`src/rtl/noc_fifo_pkg.sv`:
```
// Shared types and pointer-coding helpers for the NoC write-side FIFO logic.
// Gray/binary conversions work on a fixed wide vector; callers cast to their pointer width.
package noc_fifo_pkg;

    localparam int FN_W = 32;

    typedef enum logic {
        IDLE = 1'b0,
        BUSY = 1'b1
    } state_e;

    function automatic logic [FN_W-1:0] bin2gray(input logic [FN_W-1:0] bin);
        return bin ^ (bin >> 1);
    endfunction

    function automatic logic [FN_W-1:0] gray2bin(input logic [FN_W-1:0] gray);
        logic [FN_W-1:0] bin;
        bin[FN_W-1] = gray[FN_W-1];
        for (int i = FN_W - 2; i >= 0; i--) begin
            bin[i] = bin[i+1] ^ gray[i];
        end
        return bin;
    endfunction

endpackage

```
`src/rtl/gray_ptr_reg.sv`:
```
// Write pointer register pair: binary count and its gray image, both registered.
// The gray register is loaded from the next binary value so the two never disagree.
module gray_ptr_reg
    import noc_fifo_pkg::*;
#(
    parameter int PTR_WIDTH = 4
) (
    input  logic                 i_clk,
    input  logic                 i_rst,
    input  logic                 i_inc,
    output logic [PTR_WIDTH-2:0] o_addr,
    output logic [PTR_WIDTH-1:0] o_gray
);

    logic [PTR_WIDTH-1:0] bin_reg;
    logic [PTR_WIDTH-1:0] bin_next;
    logic [PTR_WIDTH-1:0] gray_reg;
    logic [PTR_WIDTH-1:0] gray_next;

    always_comb begin
        bin_next  = i_inc ? bin_reg + PTR_WIDTH'(1) : bin_reg;
        gray_next = PTR_WIDTH'(bin2gray(FN_W'(bin_next)));
    end

    always_ff @(posedge i_clk) begin
        if (i_rst) begin
            bin_reg  <= '0;
            gray_reg <= '0;
        end else begin
            bin_reg  <= bin_next;
            gray_reg <= gray_next;
        end
    end

    assign o_addr = bin_reg[PTR_WIDTH-2:0];
    assign o_gray = gray_reg;

endmodule

```
`src/rtl/gray_fifo_wr_arbiter.sv`:
```
// Packet-locked round-robin arbiter feeding the write side of a gray-pointer async FIFO.
// An owner keeps the grant until its last flit is written; full and owner stalls simply hold.
module gray_fifo_wr_arbiter
    import noc_fifo_pkg::*;
#(
    parameter int N_REQ      = 4,
    parameter int DATA_WIDTH = 32,
    parameter int PTR_WIDTH  = 4
) (
    input  logic                        i_clk,
    input  logic                        i_rst,
    input  logic [N_REQ-1:0]            i_req,
    input  logic [N_REQ-1:0]            i_last,
    input  logic [N_REQ*DATA_WIDTH-1:0] i_data,
    input  logic [PTR_WIDTH-1:0]        i_rd_ptr_gray,
    output logic [N_REQ-1:0]            o_gnt,
    output logic                        o_wr_en,
    output logic [PTR_WIDTH-2:0]        o_wr_addr,
    output logic [DATA_WIDTH-1:0]       o_wr_data,
    output logic [PTR_WIDTH-1:0]        o_wr_ptr_gray,
    output logic                        o_full
);

    localparam int IDX_W = (N_REQ > 1) ? $clog2(N_REQ) : 1;
    // Full when the write pointer is exactly one lap ahead: two gray MSBs differ.
    localparam logic [PTR_WIDTH-1:0] FULL_MASK = PTR_WIDTH'(3) << (PTR_WIDTH - 2);

    state_e                state_reg, state_next;
    logic [IDX_W-1:0]      owner_reg, owner_next;
    logic [IDX_W-1:0]      rr_ptr_reg, rr_ptr_next;
    logic [N_REQ-1:0]      gnt_reg, gnt_next;
    logic [IDX_W-1:0]      pick;
    logic [N_REQ-1:0]      pick_onehot;
    logic                  xfer;
    logic [PTR_WIDTH-1:0]  wr_gray;
    logic [DATA_WIDTH-1:0] data_slice [N_REQ];

    function automatic logic [IDX_W-1:0] rr_select(input logic [N_REQ-1:0] req,
                                                   input logic [IDX_W-1:0] start);
        logic [IDX_W-1:0] sel;
        logic             found;
        int               idx;
        sel   = '0;
        found = 1'b0;
        for (int i = 0; i < N_REQ; i++) begin
            idx = (int'(start) + i) % N_REQ;
            if (!found && req[idx]) begin
                sel   = IDX_W'(idx);
                found = 1'b1;
            end
        end
        return sel;
    endfunction

    genvar gi;
    generate
        for (gi = 0; gi < N_REQ; gi++) begin : g_req
            assign data_slice[gi]  = i_data[gi*DATA_WIDTH +: DATA_WIDTH];
            assign pick_onehot[gi] = (pick == IDX_W'(gi));
        end
    endgenerate

    assign pick   = rr_select(i_req, rr_ptr_reg);
    assign o_full = (wr_gray == (i_rd_ptr_gray ^ FULL_MASK));
    assign xfer   = !i_rst && (state_reg == BUSY) && i_req[owner_reg] && !o_full;

    always_comb begin
        state_next  = state_reg;
        owner_next  = owner_reg;
        rr_ptr_next = rr_ptr_reg;
        gnt_next    = gnt_reg;
        case (state_reg)
            IDLE: begin
                if (|i_req) begin
                    state_next = BUSY;
                    owner_next = pick;
                    gnt_next   = pick_onehot;
                end
            end
            BUSY: begin
                if (xfer && i_last[owner_reg]) begin
                    state_next  = IDLE;
                    gnt_next    = '0;
                    rr_ptr_next = (owner_reg == IDX_W'(N_REQ - 1)) ? '0 : owner_reg + IDX_W'(1);
                end
            end
            default: begin
                state_next = IDLE;
                gnt_next   = '0;
            end
        endcase
    end

    always_ff @(posedge i_clk) begin
        if (i_rst) begin
            state_reg  <= IDLE;
            owner_reg  <= '0;
            rr_ptr_reg <= '0;
            gnt_reg    <= '0;
        end else begin
            state_reg  <= state_next;
            owner_reg  <= owner_next;
            rr_ptr_reg <= rr_ptr_next;
            gnt_reg    <= gnt_next;
        end
    end

    gray_ptr_reg #(
        .PTR_WIDTH(PTR_WIDTH)
    ) u_wr_ptr (
        .i_clk (i_clk),
        .i_rst (i_rst),
        .i_inc (xfer),
        .o_addr(o_wr_addr),
        .o_gray(wr_gray)
    );

    assign o_gnt         = gnt_reg;
    assign o_wr_en       = xfer;
    assign o_wr_data     = data_slice[owner_reg];
    assign o_wr_ptr_gray = wr_gray;

endmodule

```
`config.mk`:
```
export PLATFORM = sky130hd
export DESIGN_NAME = gray_fifo_wr_arbiter
export DESIGN_NICKNAME = d
export VERILOG_FILES = /design/src/rtl/noc_fifo_pkg.sv /design/src/rtl/gray_ptr_reg.sv /design/src/rtl/gray_fifo_wr_arbiter.sv
export SDC_FILE = /design/constraint.sdc
export NUM_CORES = 1
export LEC_CHECK = 0
export BUFFER_PORTS_ARGS = -buffer_cell sky130_fd_sc_hd__buf_2
export CORE_MARGIN = 10
export CORE_UTILIZATION = 34
export CTS_CLUSTER_SIZE = 20
export DETAILED_ROUTE_END_ITERATION = 10
export PLACE_DENSITY = 0.93
export SYNTH_ARGS = -nofsm -noshare
export SYNTH_HDL_FRONTEND = slang
export SYNTH_SLANG_ARGS = --single-unit
```
`constraint.sdc`:
```
create_clock -name i_clk -period 2 [get_ports i_clk]
set_input_delay 0.4 -clock i_clk [delete_from_list [all_inputs] [get_ports i_clk]]
set_output_delay 0.4 -clock i_clk [all_outputs]
set_load 0.01 [all_outputs]
```
==> results of run 1 <==
cells by family (layout without fill, tap and decap cells):
group / Yosys count / count (layout) / share of synthesized area
AO/OA/AOI/OAI: 29 / 29 / 0.117
XOR/XNOR: 6 / 6 / 0.0317
adder cells (fa/ha/maj): 2 / 2 / 0.0151
buffers and inverters: 17 / 204 / 0.0423
flip-flops: 16 / 16 / 0.194
multiplexers: 42 / 42 / 0.499
AND/OR/NAND/NOR: 33 / 33 / 0.101
report_power, final:
| part | total (mW) | leakage, nW | switching (mW) | internal [mW] |
|---|---|---|---|---|
| sequential | 0.349 | 0.132 | 0.0165 | 0.332 |
| combinational | 0.551 | 1.18 | 0.236 | 0.314 |
| clock | 0.292 | 0.0288 | 0.117 | 0.175 |
| total | 1.19 | 1.34 | 0.370 | 0.822 |
critical path, stage by stage (launching register included):
cell and delay [ns]:
dfxtp_4 0.42, clkbuf_16 0.20, mux4_2 0.50, buf_2 0.16
how the worst min path moves through the flow:
stage,depth (start not counted),to
after global placement,1,o_gnt[0]$_SDFFE_PP0P_
after CTS,1,o_gnt[2]$_SDFFE_PP0P_
final,1,o_gnt[2]$_SDFFE_PP0P_
after detailed placement,1,o_gnt[2]$_SDFFE_PP0P_
after global routing,1,o_gnt[2]$_SDFFE_PP0P_
after floorplan,2,rr_ptr_reg[0]$_SDFFE_PP0P_
area by class of cell:
cell class | count | area [sq um]
Clock buffer | 4 | 55.1
Inverter | 6 | 25.0
Multi-Input combinational cell | 112 | 1270
Sequential cell | 16 | 328
Fill cell | 404 | 1910
Tap cell | 67 | 83.8
Timing Repair Buffer | 194 | 1050
per-stage QoR:
stage                     utilization  cells
after global routing            0.595    399
final                           0.595    399
after CTS                       0.587    398
after floorplan                     -    145
after global placement          0.575    394
after detailed placement        0.575    394
repair_timing:
item                                    4_1_cts  5_1_grt
gates cloned                                  0        1
gates resized for setup                       2        3
pin swaps                                     0        1
endpoints found under the setup margin       12       16
endpoints found under the hold margin         0        0
cell usage after synthesis (all sizes together), types with 3 or more instances:
cell type,n
nor4,3
xnor2,4
nand2,7
o21ai,4
nor2,9
dfxtp,16
mux4,32
a21oi,10
inv,5
mux2i,6
mux2,4
nand3,4
clkbuf,6
buf,5
routing by layer:
metal / wire (um) / part of all wire
met5: 0 / 0
met4: 248 / 0.030
met3: 809 / 0.098
met2: 4460 / 0.54
met1: 2740 / 0.33
==> results.md, run 1 <==
- Run status: finished clean
- Hold WS: roughly 0.48 ns
- MaxCap Viol Count: 0
- Clock-pin slew on the worst setup and hold paths: 0.06 ns
- Yosys reg bits: 16
- Tightest Pin Transition: ~0.46 ns
- Final Hold Viols: 0
- Total number of vias: between 2000 and 2500
- CTS tree: yes
- Dominant cell type by area after synthesis: mux4_2
- IO Count: 187
- Maximum VDD drop: 0.493 mV
- CTS H-tree depth: 1
- PD cells: 424 nW/um^2
- Max clock buf depth: 2
- Area added between synthesis and finish: 69.8%
- R2R setup slack: roughly 0.29 ns
- Cell Rows: 25
- Post-synth EDFFs: 0
- Routed vias/inst: ~5.2
- CP endpoint: o_wr_data[27]
- CP startpoint: owner_reg[0]$_SDFFE_PP0P_
- Max-slew violation count: 0
- ANT cells: 0
- Critical Path RT: between 1.5 and 2 ns
- Ys flop type: dfxtp_1
- Mapped Nets: a little under 300
- GRT Residual Overflow: 0
- # port buffers: between 150 and 200
- CORE AREA: 4720 sq um
- Placer Congestion: 0.874
- DPL Wire Length: just over 7 mm
- Met2 Usage GRT: 0.367
- Most frequent cells in the layout: buf_2 (186), mux4_2 (32), dfxtp_1 (14)
- Final net count: ~480
- 1st-iter DRT viols: between 70 and 80
- Rel. slew slack: 0.694
- Crit start category: flip-flop
- CTS sink count: 16
- Clk Tree Root Cell: clkbuf_8
- Clock Skew: about 0.0020 ns
- Area fraction of the dominant cell type after synthesis: 0.435
- Fin area: ~2800 sq um
- Worst slack at placement: roughly 0.16 ns
- Synth Cell Area: 1660 sq um
- Fmax: around 520 MHz
- Met3 GRT Util: 0.0532
- Hold Startpoint: o_gnt[2]$_SDFFE_PP0P_
- Die H: 89.8 um
- Largest net degree at the start of global routing: 30
- Initial Util: 0.350
- Number of antenna-violating nets in the routed design: 0
- Reg2reg path depth: 6
- Total Die Area: around 8100 sq um
- Leakage power: about 1.3 nW
- # DRC: 0
- Vias in the first global route: between 2000 and 2500
- Synth warn: 0
- Final WL: between 8 and 9 mm
- Top Usage Layer GRT: met2
- Average size of a mapped cell: ~11 sq um
- Crit Reg-Reg Endpoint: u_wr_ptr.o_gray[2]$_SDFF_PP0_
- Global router's overall resource usage: 0.196
- Hold buffer count at CTS: 0
- Post-CTS setup buffers: 0
- Most common cell after layout, fill and taps aside: buf_2
- Tot Pwr: 1.19 mW
- Tcrit/Tclk final: 0.966
- Synth unique cells: 37
- Critical path endpoint category: output port
- Final setup TNS: 0 ns
- Drt wl/cell: between 20 and 25 um
- Final worst slack: ~0.068 ns
- Die W: 89.8 um
- Critical Path Fanout Max: 11
- Min Tclk post-route: between 1.5 and 2 ns
- CP Class: flip-flop to output port
- First-pass GRT wire length: 12.7 mm
- DRT Pass-1 Iters: 4
- Initial antenna violation count: 0
- Tightest Hold Check Type: flip-flop to flip-flop
- CTS buffer count: 3
- Fraction of layout cells with a size suffix above 1: 0.711
- DP Area: roughly 2700 sq um
- Largest cells by area after synthesis: mux4_2 (44%), dfxtp_1 (19%), mux2i_1 (3.6%)
- Setup violators final: 0
- Ys async rst share: 0
- R2r startpoint: owner_reg[0]$_SDFFE_PP0P_
- Grt met1 use: 0.203
- Mapped Cells: 145
- WP data arrival: about 1.5 ns
- Worst-skew pair later-pin latency: 0.25 ns
- Post-synthesis sequential area ratio: 0.193
(Power assumes the default switching activity.)
==> run 2, diff against run 1 <==
- BUFFER_PORTS_ARGS: -buffer_cell sky130_fd_sc_hd__buf_2 -> -buffer_cell sky130_fd_sc_hd__buf_4
==> run 2 against run 1 <==
  * Routed wire length increased by 9.1%
  * Sequential power about the same
  * Power increased by 9.8%
  * Final area increased by 16%
  * Combinational power increased by 23%
==> results.md, run 2 (same netlist as run 1, synthesis figures left out) <==
- Run status: finished clean
- Worst-skew pair later-pin latency: 0.25 ns
- Largest net degree at the start of global routing: 33
- Clk Tree Root Cell: clkbuf_8
- ANT cells: 0
- Critical Path Fanout Max: 10
- Comb power frac: 0.519
- Final Hold Viols: 0
- Fmax: 520 MHz
- Routed vias/inst: ~5.3
- First-pass GRT wire length: 13.3 mm
- Number of antenna-violating nets in the routed design: 0
- Area added between synthesis and finish: 97.4%
- IO Count: approximately 190
- # DRC: 0
- CTS sink count: 16
- Most frequent cells in the layout: buf_4 (189), mux4_2 (32), dfxtp_1 (14)
- Tightest Pin Transition: 0.480 ns
- Vias in the first global route: between 2000 and 2500
- Hold WS: approximately 0.47 ns
- Met2 Usage GRT: 0.395
- Clock-pin slew on the worst setup and hold paths: about 0.060 ns
- # port buffers: 186
- Grt met1 use: 0.208
- Net Sw Frac: 0.282
- CP max stage cell: mux4_2
- CP cell instances: clkbuf_16 -> mux4_2 -> buf_4
- CORE AREA: around 4700 sq um
- Tightest Hold Check Type: primary input to flip-flop
- GRT Residual Overflow: 0
- Clk pwr share: 0.214
- WP data arrival: approximately 1.5 ns
- Critical Path RT: ~1.6 ns
- Final net count: roughly 480
- Pint: approximately 940 uW
- Most common cell after layout, fill and taps aside: buf_4
- Initial antenna violation count: 0
- Setup violators final: 0
- Maximum VDD drop: 0.528 mV
- Clock Skew: ~0.0038 ns
- Total number of vias: approximately 2100
- Top Usage Layer GRT: met2
- Initial Util: 0.350
- DPL Wire Length: slightly below 8 mm
- Crit start category: flip-flop
- CP Class: flip-flop to output port
- CTS tree: yes
- Fraction of power consumed by sequential logic: 0.267
- DRT Pass-1 Iters: 4
- Buffers plus inverters on the worst setup path: 2
- Cell Rows: 25
- Family with the most delay on the worst path: multiplexers
- Net switching power: 368 uW
- Total Die Area: 8060 sq um
- Drt wl/cell: about 23 um
- CTS H-tree depth: 1
- Min Tclk post-route: 1.92 ns
- Critical path endpoint category: output port
- Rel. slew slack: 0.677
- Placed Cells: about 390
- Final WL: roughly 9 mm
- Tcrit/Tclk final: 0.961
- CTS buffer count: 3
- Fraction of layout cells with a size suffix above 1: 0.710
- MaxCap Viol Count: 0
- Met3 GRT Util: 0.0532
- 1st-iter DRT viols: 61
- Leakage power: around 1.5 nW
- Max clock buf depth: 2
- Die W: 89.8 um
- Max-slew violation count: 0
- Fin cells: between 300 and 400
- Die H: approximately 90 um
- Placer Congestion: roughly 0.84
- Global router's overall resource usage: 0.207
- PD cells: 400 nW/um^2
- Max stage delay on crit path: around 0.5 ns
-- run 2: cell count changes in the layout (fill, tap and decap cells not counted) --
cell,previous run,this run
buf_2,186,0
buf_4,4,189
-- run 2: layout make-up --
| class | count | area, sq um |
|---|---|---|
| Inverter | 6 | 25.0 |
| Multi-Input combinational cell | 112 | 1270 |
| Tap cell | 67 | 83.8 |
| Timing Repair Buffer | 193 | 1500 |
| Clock buffer | 4 | 55.1 |
| Sequential cell | 16 | 328 |
| Fill cell | 360 | 1460 |
-- run 2: routing by layer --
| metal | share of wire | up-vias |
|---|---|---|
| met3 | 0.072 | 18 |
| met1 | 0.35 | 1017 |
| li1 | - | 964 |
| met4 | 0.032 | 0 |
| met5 | 0 | - |
| met2 | 0.55 | 96 |
-- run 2: path summary, 6_finish.rpt --
path,startpoint,to,slack (ns),cells after the start
worst max-delay path,owner_reg[0]$_SDFFE_PP0P_,o_wr_data[20],0.08,3
worst min-delay path,i_rst,owner_reg[1]$_SDFFE_PP0P_,0.47,2
worst max register to register,owner_reg[0]$_SDFFE_PP0P_,u_wr_ptr.o_gray[2]$_SDFF_PP0_,0.25,7
worst min register to register,o_gnt[0]$_SDFFE_PP0P_,o_gnt[0]$_SDFFE_PP0P_,0.49,1
-- run 2: worst reg2reg max path: stages (launching register included) --
cell	delay, ns
dfxtp_4	0.42
buf_12	0.17
mux2i_1	0.20
nand2_1	0.12
nand3_2	0.13
inv_4	0.08
a31oi_1	0.18
mux2_1	0.34
-- run 2: metrics by stage --
| stage | util | power (mW) | setup WS (ns) | area [sq um] | setup TNS, ns |
|---|---|---|---|---|---|
| 2_1_floorplan | - | 0.626 | 0.122 | 1660 | 0 |
| 3_3_place_gp | 0.670 | 1.00 | 0.217 | 3160 | 0 |
| 3_5_place_dp | 0.670 | 1.02 | 0.166 | 3160 | 0 |
| 4_1_cts | 0.682 | 1.30 | 0.00515 | 3220 | 0 |
| 5_1_grt | 0.692 | 1.37 | -0.0171 | 3270 | -0.0184 |
| 6_report | 0.692 | 1.31 | 0.0775 | 3270 | 0 |
-- run 2: power by group through the flow --
stage	Clock [mW]	Combinational, mW	Sequential (mW)
after floorplan	0	0.272	0.354
after global placement	0	0.647	0.357
after detailed placement	0	0.665	0.358
after CTS	0.284	0.668	0.350
after global routing	0.296	0.723	0.351
final	0.280	0.679	0.349
-- run 2: timing repair --
action,in CTS,in global routing
setup endpoints to repair,22,22
pin swaps,0,1
resized for setup,2,3
setup buffers,0,1
cloned,0,1
hold buffers,0,0
==> run 3, diff against run 2 <==
- ABC_AREA: default -> 1
- BUFFER_PORTS_ARGS: -buffer_cell sky130_fd_sc_hd__buf_4 -> -buffer_cell sky130_fd_sc_hd__buf_2
- CORE_UTILIZATION: 34 -> 37
- PLACE_DENSITY: 0.93 -> 0.82
==> run 3 against run 2 <==
  * Power up 27%
  * Worst hold slack got worse by 0.046 ns
  * Combinational power up 46%
  * Register-to-register slack improved by 0.04 ns
  * Sequential share of layout area increased by 0.82 points
  * Area after synthesis is 17% higher
  * Global-route usage decreased by 0.65 points
  * Largest power group unchanged
  * Highest routed layer unchanged
==> results.md, run 3 <==
- Run status: finished clean
- CTS H-tree depth: 1
- CP max stage cell: dfxtp_4
- Ys async rst share: 0
- Area of the multi-input gates: 1410 sq um
- Total Die Area: approximately 8600 sq um
- Largest cells by area after synthesis: o21ai_0 (18%), dfxtp_1 (16%), nor2_1 (14%)
- Fraction of power consumed by sequential logic: 0.234
- First-pass GRT wire length: ~14 mm
- Total number of vias: between 2000 and 3000
- Pint: roughly 940 uW
- Final WL: around 9 mm
- Tcrit/Tclk final: 0.930
- Worst-skew pair later-pin latency: approximately 0.24 ns
- Net switching power: around 700 uW
- Drt wl/cell: between 15 and 20 um
- DPL Wire Length: 7.83 mm
- Fmax: 538 MHz
- Synth warn: 0
- Die W: around 90 um
- Area fraction of the dominant cell type after synthesis: 0.178
- Most common cell in the netlist: nor2_1
- # DRC: 0
- MaxCap Viol Count: 0
- Synth Cell Area: 1940 sq um
- ANT cells: 0
- Mapped Cells: roughly 350
- CTS buffer count: 3
- Mapped Nets: 496
- IO Count: between 150 and 200
- Max-slew violation count: 0
- Tot Pwr: 1.66 mW
- Yosys reg bits: 16
- Most common cell after layout, fill and taps aside: buf_2
- Synth unique cells: 29
- Fin cells: between 500 and 600
- Crit start category: flip-flop
- CTS tree: yes
- CP Class: flip-flop to output port
- Tightest Pin Transition: 0.351 ns
- Comb power frac: 0.599
- Clk pwr share: 0.167
- Leakage power: about 1.7 nW
- Tightest Hold Check Type: primary input to flip-flop
- Global router's overall resource usage: 0.200
- Hold buffer count at CTS: 0
- Average size of a mapped cell: approximately 5.5 sq um
- Dominant cell type by area after synthesis: o21ai_0
- Number of antenna-violating nets in the routed design: 0
- Vias in the first global route: roughly 3000
- Routed vias/inst: 4.96
- PD cells: 554 nW/um^2
- Clock-pin slew on the worst setup and hold paths: about 0.060 ns
- WP data arrival: roughly 1.5 ns
- Critical Path Fanout Max: 11
- Critical Path RT: around 1.6 ns
- Placed Cells: between 500 and 600
- CTS sink count: 16
- Reg area: roughly 330 sq um
- Filler cells: between 500 and 600
- Setup violators final: 0
- DRT Pass-1 Iters: 6
- Min Tclk post-route: around 1.9 ns
- 1st-iter DRT viols: 158
- Die H: about 92 um
- CP cell instances: inv_2 -> nand2_1 -> nand3_1 -> nand3_1 -> nor2_1 -> nand2_2 -> inv_4 -> buf_2
- Max clock buf depth: 2
- Fraction of layout cells with a size suffix above 1: 0.419
- Cell Rows: 26
- Placer Congestion: between 0.8 and 0.9
- Most common cell type on the critical path: nand3_1
- RSZ-0062 raised after global routing: no
- Post-synthesis sequential area ratio: 0.165
- GRT Residual Overflow: 0
- Final net count: between 600 and 700
- # port buffers: around 190
- Commonest cells in the netlist: nor2_1 (70), o21ai_0 (69), nand2_1 (57)
- Rel. slew slack: 0.764
- Clock Skew: about 0.0015 ns
- Buffers plus inverters on the worst setup path: 3
- Final setup TNS: 0 ns
- Post-synth EDFFs: 0
- Net Sw Frac: 0.432
- Initial antenna violation count: 0
- Final Hold Viols: 0
- Critical path endpoint category: output port
- Maximum VDD drop: between 0.3 and 0.4 mV
- Most frequent cells in the layout: buf_2 (186), nor2_1 (70), o21ai_0 (69)
- Ys flop type: dfxtp_1
- Clk Tree Root Cell: clkbuf_8
- Hold WS: between 0.4 and 0.5 ns
- CP startpoint: owner_reg[0]$_SDFFE_PP0P_
- CORE AREA: just over 5000 sq um
- Initial Util: 0.380
- Largest net degree at the start of global routing: between 40 and 50
- R2r startpoint: rr_ptr_reg[0]$_SDFFE_PP0P_
- Max stage delay on crit path: approximately 0.40 ns
- Hold Startpoint: i_rst
- Area added between synthesis and finish: 54.3%
- Family with the most delay on the worst path: simple AND/OR/NAND/NOR gates
==> run 3: changes by cell type in the layout (fill, tap and decap cells not counted), sizes merged, moves of 4 or more <==
cell,delta
inv,+23
mux2,-4
mux2i,-6
mux4,-32
nand2,+61
nand3,+8
nand4,+4
nor2,+63
o21ai,+68
o22ai,+31
==> run 3: per-layer routing <==
layer	vias to the layer above	share of wire	GRT usage	wire length (um)
met5	-	0	0	0
met1	1284	0.37	0.208	3370
li1	1535	-	-	-
met2	122	0.52	0.365	4780
met3	22	0.085	0.0678	782
met4	0	0.025	0.0758	227
==> run 3: logic make-up after synthesis <==
logic type / after synthesis / synth area share
and+or+nand+nor: 158 / 0.348
AOI/OAI and AO/OA: 118 / 0.330
DFF: 16 / 0.165
xor gates and xnor gates: 7 / 0.0316
buffers and inverters: 51 / 0.112
adders and majority gates: 2 / 0.0129
==> run 3: cell type report <==
cell class	count	area share
inverters	28	0.0367
clock buffers	4	0.0184
repair buffers	194	0.338
flip-flops and latches	16	0.109
well taps	70	0.0292
multi-input cells	285	0.469
==> run 3: worst paths after layout <==
check                               to  slack [ns]  depth (start not counted)
max reg2reg  owner_reg[0]$_SDFFE_PP0P_        0.29                         13
max                            o_wr_en        0.14                          8
min              o_gnt[3]$_SDFFE_PP0P_        0.43                          2
min reg2reg      o_gnt[3]$_SDFFE_PP0P_        0.47                          2
==> run 3: timing repair <==
item / 4_1_cts / 5_1_grt
endpoints found under the hold margin: 0 / 0
resized for setup: 0 / 5
setup buffers: 0 / 0
setup endpoints to repair: 0 / 22
==> run 3: power groups by stage <==
stage / registers, mW / clock network, mW / logic [mW]
after floorplan: 0.391 / 0 / 0.565
after global placement: 0.393 / 0 / 0.970
after detailed placement: 0.394 / 0 / 0.987
after CTS: 0.387 / 0.286 / 0.990
after global routing: 0.394 / 0.295 / 1.10
final: 0.388 / 0.277 / 0.994
==> run 3: per-stage QoR <==
step / setup slack [ns] / instance area [sq um] / util
floorplan: 0.311 / 1940 / -
global placement: 0.292 / 2930 / 0.573
global route: 0.00520 / 3000 / 0.587
detailed placement: 0.285 / 2930 / 0.573
CTS: 0.00880 / 2980 / 0.584
finish: 0.140 / 3000 / 0.587
